[config.mk]
export PLATFORM = sky130hd
export DESIGN_NAME = alu_acc_seq
export DESIGN_NICKNAME = d
export VERILOG_FILES = /design/src/rtl/alu_pkg.sv /design/src/rtl/alu_mul_seq.sv /design/src/rtl/alu_acc_seq.sv
export SDC_FILE = /design/constraint.sdc
export NUM_CORES = 1
export LEC_CHECK = 0
export BUFFER_PORTS_ARGS = -buffer_cell sky130_fd_sc_hd__buf_2
export CAP_MARGIN = 30
export CORE_MARGIN = 8
export CORE_UTILIZATION = 45
export CTS_CLUSTER_SIZE = 8
export DETAILED_ROUTE_END_ITERATION = 16
export PLACE_DENSITY_LB_ADDON = 0.3
export SETUP_SLACK_MARGIN = 0.4
export SLEW_MARGIN = 20
export SYNTH_ARGS = -nofsm -noshare
export SYNTH_HDL_FRONTEND = slang
export SYNTH_SLANG_ARGS = --single-unit
[constraint.sdc]
create_clock -name clk -period 4.9 [get_ports clk]
set_input_delay 0 -clock clk [delete_from_list [all_inputs] [get_ports clk]]
set_output_delay 0 -clock clk [all_outputs]
set_load 0.01 [all_outputs]
[src/rtl/alu_pkg.sv]
// Opcode encodings and FSM states for the accumulator ALU.
// Shared by alu_acc_seq, alu_mul_seq and the bench.
package alu_pkg;

  localparam logic [7:0] ALU_CLEAR = 8'd0;
  localparam logic [7:0] ALU_INC   = 8'd1;
  localparam logic [7:0] ALU_DEC   = 8'd2;
  localparam logic [7:0] ALU_ADD   = 8'd3;
  localparam logic [7:0] ALU_SUB   = 8'd4;
  localparam logic [7:0] ALU_MUL2  = 8'd5;
  localparam logic [7:0] ALU_MUL4  = 8'd6;
  localparam logic [7:0] ALU_DIV16 = 8'd7;
  localparam logic [7:0] ALU_LOAD  = 8'd8;
  localparam logic [7:0] ALU_NOP   = 8'd9;
  localparam logic [7:0] ALU_AND   = 8'd10;
  localparam logic [7:0] ALU_OR    = 8'd11;
  localparam logic [7:0] ALU_XOR   = 8'd12;
  localparam logic [7:0] ALU_SHR   = 8'd13;
  localparam logic [7:0] ALU_MUL   = 8'd14;

  typedef enum logic {IDLE, MUL} state_t;

endpackage

[src/rtl/alu_mul_seq.sv]
// Iterative shift-add multiplier, one multiplier bit per cycle.
// done/product are combinational on the final step edge.
module alu_mul_seq
  import alu_pkg::*;
#(
  parameter int WIDTH = 32
) (
  input  logic               clk,
  input  logic               reset,
  input  logic               start,
  input  logic [WIDTH-1:0]   B,
  input  logic [WIDTH-1:0]   A,
  output logic               busy,
  output logic               done,
  output logic [2*WIDTH-1:0] product
);

  localparam int CW = $clog2(WIDTH);

  logic [2*WIDTH-1:0] acc_q;
  logic [2*WIDTH-1:0] mc_q;
  logic [2*WIDTH-1:0] sum;
  logic [WIDTH-1:0]   mp_q;
  logic [CW-1:0]      cnt_q;
  logic               busy_q;

  // Partial sum for the current step.
  always_comb begin
    sum = acc_q + (mp_q[0] ? mc_q : '0);
  end

  assign busy    = busy_q;
  assign done    = busy_q && (cnt_q == CW'(WIDTH - 1));
  assign product = sum;

  // Load operands on start, then shift-add until the last bit.
  always_ff @(posedge clk or negedge reset) begin
    if (!reset) begin
      acc_q  <= '0;
      mc_q   <= '0;
      mp_q   <= '0;
      cnt_q  <= '0;
      busy_q <= 1'b0;
    end else if (start && !busy_q) begin
      acc_q  <= '0;
      mc_q   <= {{WIDTH{1'b0}}, A};
      mp_q   <= B;
      cnt_q  <= '0;
      busy_q <= 1'b1;
    end else if (busy_q) begin
      acc_q <= sum;
      mc_q  <= mc_q << 1;
      mp_q  <= mp_q >> 1;
      cnt_q <= cnt_q + CW'(1);
      if (done) busy_q <= 1'b0;
    end
  end

endmodule

[src/rtl/alu_acc_seq.sv]
// Accumulator ALU with valid/ready handshake and flags.
// Define ALU_MUL_EN to build opcode 14 as an iterative multiply.
module alu_acc_seq
  import alu_pkg::*;
#(
  parameter int WIDTH = 32
) (
  input  logic             clk,
  input  logic             reset,
  input  logic             op_valid,
  output logic             op_ready,
  input  logic [7:0]       alu_instruction,
  input  logic [WIDTH-1:0] B,
  output logic [WIDTH-1:0] A,
  output logic             z,
  output logic             c,
  output logic             n,
  output logic             done
);

  localparam int SHW = $clog2(WIDTH);
  localparam logic [WIDTH:0] ONE = (WIDTH + 1)'(1);

  logic [WIDTH-1:0] a_q;
  logic [WIDTH-1:0] a_nx;
  logic             c_q;
  logic             c_nx;
  logic             done_q;
  logic [WIDTH:0]   ext;
  logic [WIDTH-1:0] mask;
  logic [SHW-1:0]   sh;
  logic             accept;
  logic             single;
  logic             mul_done;
  logic [WIDTH-1:0] mul_a;
  logic             mul_c;

  assign accept = op_valid & op_ready;

  // Single-cycle datapath: next A and carry for the decoded op.
  always_comb begin
    a_nx = a_q;
    c_nx = c_q;
    ext  = '0;
    sh   = B[SHW-1:0];
    mask = ~({WIDTH{1'b1}} << sh);
    case (alu_instruction)
      ALU_CLEAR: begin
        a_nx = '0;
        c_nx = 1'b0;
      end
      ALU_INC: begin
        ext  = {1'b0, a_q} + ONE;
        a_nx = ext[WIDTH-1:0];
        c_nx = ext[WIDTH];
      end
      ALU_DEC: begin
        ext  = {1'b0, a_q} - ONE;
        a_nx = ext[WIDTH-1:0];
        c_nx = ext[WIDTH];
      end
      ALU_ADD: begin
        ext  = {1'b0, a_q} + {1'b0, B};
        a_nx = ext[WIDTH-1:0];
        c_nx = ext[WIDTH];
      end
      ALU_SUB: begin
        ext  = {1'b0, a_q} - {1'b0, B};
        a_nx = ext[WIDTH-1:0];
        c_nx = ext[WIDTH];
      end
      ALU_MUL2: begin
        a_nx = {a_q[WIDTH-2:0], 1'b0};
        c_nx = a_q[WIDTH-1];
      end
      ALU_MUL4: begin
        a_nx = {a_q[WIDTH-3:0], 2'b00};
        c_nx = |a_q[WIDTH-1:WIDTH-2];
      end
      ALU_DIV16: begin
        a_nx = {4'b0000, a_q[WIDTH-1:4]};
        c_nx = |a_q[3:0];
      end
      ALU_LOAD: begin
        a_nx = B;
        c_nx = 1'b0;
      end
      ALU_AND: a_nx = a_q & B;
      ALU_OR:  a_nx = a_q | B;
      ALU_XOR: a_nx = a_q ^ B;
      ALU_SHR: begin
        a_nx = a_q >> sh;
        c_nx = |(a_q & mask);
      end
      default: ;
    endcase
  end

`ifdef ALU_MUL_EN
  logic               mul_go;
  logic               mul_busy;
  logic [2*WIDTH-1:0] mul_p;
  logic               ready_q;
  state_t             state;

  assign mul_go   = accept && (alu_instruction == ALU_MUL);
  assign single   = accept && !mul_go;
  assign mul_a    = mul_p[WIDTH-1:0];
  assign mul_c    = |mul_p[2*WIDTH-1:WIDTH];
  assign op_ready = ready_q;

  alu_mul_seq #(.WIDTH(WIDTH)) u_mul (
    .clk     (clk),
    .reset   (reset),
    .start   (mul_go),
    .B       (B),
    .A       (a_q),
    .busy    (mul_busy),
    .done    (mul_done),
    .product (mul_p)
  );

  // Hold off new ops while the multiplier iterates.
  always_ff @(posedge clk or negedge reset) begin
    if (!reset) begin
      state   <= IDLE;
      ready_q <= 1'b1;
    end else begin
      unique case (state)
        IDLE: if (mul_go && !mul_busy) begin
          state   <= MUL;
          ready_q <= 1'b0;
        end
        MUL: if (mul_done) begin
          state   <= IDLE;
          ready_q <= 1'b1;
        end
      endcase
    end
  end
`else
  assign single   = accept;
  assign mul_done = 1'b0;
  assign mul_a    = '0;
  assign mul_c    = 1'b0;
  assign op_ready = 1'b1;
`endif

  // Accumulator, carry and done pulse.
  always_ff @(posedge clk or negedge reset) begin
    if (!reset) begin
      a_q    <= '0;
      c_q    <= 1'b0;
      done_q <= 1'b0;
    end else begin
      done_q <= single | mul_done;
      if (single) begin
        a_q <= a_nx;
        c_q <= c_nx;
      end else if (mul_done) begin
        a_q <= mul_a;
        c_q <= mul_c;
      end
    end
  end

  assign A    = a_q;
  assign c    = c_q;
  assign z    = (a_q == '0);
  assign n    = a_q[WIDTH-1];
  assign done = done_q;

endmodule
; Word level (Yosys, flattened, before mapping)
; Cells that the tools add are included.
[op_classes]
n_addsub = 4
eq_ne = 12
n_shift = 2
mux = 2
n_bitwise = 5
n_reduce_logical = 10
[ops]
columns = operator, count
row1 = 32-bit one-hot mux with 13 select lines, 1
row2 = 32-bit AND, 2
row3 = "8-bit by 4-bit == test with 1-bit output, second input constant", 5
row4 = "32-bit by 1-bit adder with 33-bit output, second input constant", 1
row5 = 32-bit by 32-bit adder with 33-bit output, 1
row6 = "32-bit by 1-bit subtractor with 33-bit output, second input constant", 1
row7 = 32-bit by 32-bit subtractor with 33-bit output, 1
row8 = "8-bit by 3-bit == test with 1-bit output, second input constant", 4
row9 = 32-bit zero test, 1
row10 = 32-bit inverter, 1
row11 = 32-bit OR, 1
row12 = 32-bit OR reduction, 1
row13 = "32-bit by 5-bit << shifter with 32-bit output, first input constant", 1
row14 = 32-bit by 5-bit right shift with 32-bit output, 1
row15 = 32-bit bitwise XOR, 1
row16 = "8-bit by 2-bit == test with 1-bit output, second input constant", 2
row17 = 13-bit nonzero test, 1
row18 = 1-bit one-hot mux with 9 select lines, 1
row19 = 9-bit nonzero test, 1
row20 = "8-bit by 1-bit == test with 1-bit output, second input constant", 1
row21 = 8-bit zero test, 1
row22 = 2-bit AND reduction, 2
row23 = 2-bit OR reduction, 2
row24 = 4-bit OR reduction, 1
[word_totals]
ff_bits = 34
input_bits = 43
elab_cells = 38

; Depth between registers and ports, before layout
[depth]
ltp_word = 5
ltp_mapped = 13
depth_no_buf = 11

; Least setup slack after synthesis
; OpenSTA, ideal clock, no wires.
[synth_timing]
path_type = flip-flop to flip-flop
start = register a_q[2], in the netlist A[2]
end = register a_q[29], in the netlist A[29]
arrival_ns = 3.345
setup_slack_ns = 1.429
path_stages_with_launch = 13
n_path_buf = 2
period_less_slack_ns = 3.471
path_cell_list = dfrtp_1 > buf_2 > clkbuf_1 > inv_1 > ha_1 > o211ai_1 > o211ai_1 > a31o_2 > a211oi_2 > o41ai_1 > o31a_1 > a221o_1 > a221o_1
[synth_between]
elab_chain_len = 2
word_cells_on_any_way = 6
classes_between = 4 x add/sub / 1 x shift / 1 x mux
[synth_rtl]
columns = element, line
row1 = start: declaration, alu_acc_seq.sv:24  ; logic [WIDTH-1:0] a_q;
row2 = start signal: assignment, alu_acc_seq.sv:158  ; a_q <= a_nx;
row3 = start signal: assignment, alu_acc_seq.sv:161  ; a_q <= mul_a;
row4 = 32-bit by 32-bit subtractor with 33-bit output (tied with other cells), alu_acc_seq.sv:68  ; ext = {1'b0, a_q} - {1'b0, B};
row5 = 32-bit one-hot mux with 13 select lines *, alu_acc_seq.sv:47  ; case (alu_instruction)
; Mark *: on every way between the ends. The rest lies on a longest branch, timed or not.
; A chain may end at the register's enable or synchronous reset.

; Worst setup path after layout
[layout_timing]
start = register a_q[0], in the netlist A[0]
end = register a_q[24], in the netlist A[24]
; The elaborated chain is that of the path after synthesis.

==> metrics.yaml <==
rsz0062_at_grt: "false"
dp_slack_ns: 0.912
required_ns: 5.13
finalSetupViolCount: 0
fin_nets: 1824
clk_latency_ns: 0.32
crit_fanout: 15
syn_to_final_growth_pct: 8.10
instances_no_fill: 2005
design.die.area_um2: 30900
num_rows: 58
fin_ws_ns: 0.697
synth_top_family_by_area: "compound AO/OA/AOI/OAI gates"
p_leak_nw: 4.98
worstMarginPinSlew_ns: 1.08
io_buffer_count: 78
hold_class: "input port to flop"
crit_slowest_cell: "dfrtp_1"
fmax_ghz: 0.238
synthTopCellsByArea: "ha_1 12%, dfrtp_1 7.4%, a21oi_1 5.8%"
cts_root_buf: "clkbuf_16"
grt_max_degree: 61
yosysWarnings: 0
synth_top_cell_area_share_pct: 11.5
end_kind: "flop"
layout-drive-gt1-share_pct: 13.2
vias: 15011
dr.pass1.iters: 6
placedCellCount: 1995
postSynthAreaPerCell_um2: 6.84
dp_hpwl_um: 43100
gp_congestion: 1.04
path_class: "flop to flop"
syn_inst: 1678
worstSetupStartpoint: "A[0]"
critPathMaxStageDelay_ns: 0.69
synth_edf_count: 0
die_h_um: 176
ir_worst_vdd_uv: 235
synth_simple_gate_area_share_pct: 22.1
synth_xor_area_share_pct: 2.82
viasPerCell: 7.49
pin_count: 80
numCtsBuffers: 5
antenna_found_initial: 0
antenna_left: 0
fp.dieW_um: 176
path_clk_slew_ns: 0.08
wirelength_um: 60200
crit_chain: "inv_1 -> ha_1 -> fa_1 -> o21ba_2 -> nor3_1 -> o221ai_1 -> and3_1 -> o21ai_1 -> a31oi_1 -> xnor2_1 -> a211oi_1"
htreeDepth: 2
hold_viol: 0
power-per-cell-area_nw_per_um2: 312
synth_most_common_cell: "nand2_1"
synth_fa_ha_area_share_pct: 11.9
ys_seq_elements: 34
tritoncts: "built"
synth.yosys.seq_area_share_pct: 7.41
worstPathArrival_ns: 4.44
track_usage_pct: 37.2
drt_iter0_markers: 2651
first_global_vias: 13763
slew_violations: 0
synthesis.nets: 1828
status: "finished, final reports clean"
synth.distinct_cells: 86
synth_common_cells: "161 x nand2_1, 135 x clkbuf_1, 133 x a21oi_1, 117 x nor2_1, 111 x o21ai_0"
synthMuxAreaShare_pct: 8.31
tns_ns: 0
synthFlopType: "dfrtp_1"
antenna_cells: 0
clock_sinks: 34
synth_area_um2: 11500
final_util_pct: 49.4
fin_crit_sh_pct: 85.8
skew_ns: 0.0124
cts.path.max_buffers: 2
period_minus_slack_ns: 4.20
ys_async_sr_fraction_pct: 100
max-slew-margin-rel_pct: 27.7
drc: 0
wl_per_cell_um: 30.0
cp-start-kind: "flop"
hold_start: "B[13]"
grt_pass1_wl_um: 88400
core-area_um2: 25100
cts_setup_buffers: 0
n_fill_cell: 2648
synth_compound_gate_area_share_pct: 38.6
grt-ovfl-total: 0
initial_core_util_pct: 45.7
synth_top_cell_by_area: "ha_1"
reg2reg_from: "A[0]"
drv_cap: 0
==> metal layers <==
metal / vias to the layer above / GRT usage [%] / routed length, um
met5: - / 0 / 0
met4: 0 / 26.6 / 4910
met2: 1370 / 54.1 / 24900
met1: 6921 / 47.3 / 22300
li1: 6387 / - / -
met3: 333 / 8.80 / 8150
==> layout make-up <==
cell class / count / area [um2] / share of cell area, %
clock buffers: 6 / 129 / 1.04
clock inverters: 2 / 13.8 / 0.111
inverters: 100 / 375 / 3.02
multi-input cells: 1382 / 9680 / 78.0
flip-flops and latches: 34 / 851 / 6.85
well taps: 330 / 413 / 3.33
repair buffers: 151 / 953 / 7.68
==> critical path, delay by kind of cell (launching register included) <==
| family | cells | cell delay, ns |
|---|---|---|
| compound gates | 5 | 1.57 |
| simple gates | 2 | 0.63 |
| fa+ha+maj | 2 | 0.72 |
| flops | 1 | 0.69 |
| buf+inv | 1 | 0.29 |
| xor+xnor | 1 | 0.21 |
==> power breakdown <==
group          internal, mW  switching, mW
clock network         0.191          0.185
logic                  1.03           1.96
registers             0.346          0.157
==> registers in the layout, summed over array words and instances, names as in the netlist <==
register and cells:
A 32, c 1, done 1
==> cells by family after synthesis <==
| group | count (synthesis) |
|---|---|
| compound gates | 647 |
| simple gates | 514 |
| buf+inv | 262 |
| fa+ha+maj | 109 |
| mux | 74 |
| xor+xnor | 37 |
| flops | 34 |
| other cells | 1 |
==> cell usage in the layout, fill, tap and decap left out, drive strengths merged, types with 30 or more instances in the layout <==
cell type | synthesis | routed
a211oi | 38 | 38
a21oi | 133 | 133
a22oi | 35 | 35
buf | 27 | 149
dfrtp | 34 | 34
ha | 106 | 106
inv | 96 | 96
mux2i | 47 | 47
nand2 | 161 | 161
nand3 | 42 | 42
nor2 | 117 | 117
nor3 | 47 | 47
o211ai | 30 | 30
o21ai | 115 | 115
o22ai | 42 | 42
xnor2 | 36 | 36
==> final timing paths <==
| check | slack, ns | endpoint | cells past startpoint |
|---|---|---|---|
| min in group asynchronous | 0.34 | A[27] | 3 |
| max | 0.70 | A[24] | 11 |
| max in group asynchronous | 4.08 | A[8] | 3 |
| min reg2reg | 0.60 | c | 2 |
| min | 0.09 | A[13] | 3 |
| max reg2reg | 0.70 | A[24] | 11 |
==> what timing repair did <==
item	CTS	global route
resized for setup	0	0
hold buffers	2	0
endpoints found under the hold margin	35	0
==> per-stage QoR <==
stage | cell area, um2 | total power, mW | hold slack, ns
final | 12400 | 3.87 | 0.0941
after global routing | 12400 | 4.05 | 0.113
after CTS | 12400 | 3.74 | 0.0997
after detailed placement | 12300 | 3.36 | 0.151
after global placement | 12200 | 3.36 | 0.136
after floorplan | 11500 | 2.40 | -0.296
(Power assumes the default switching activity.)
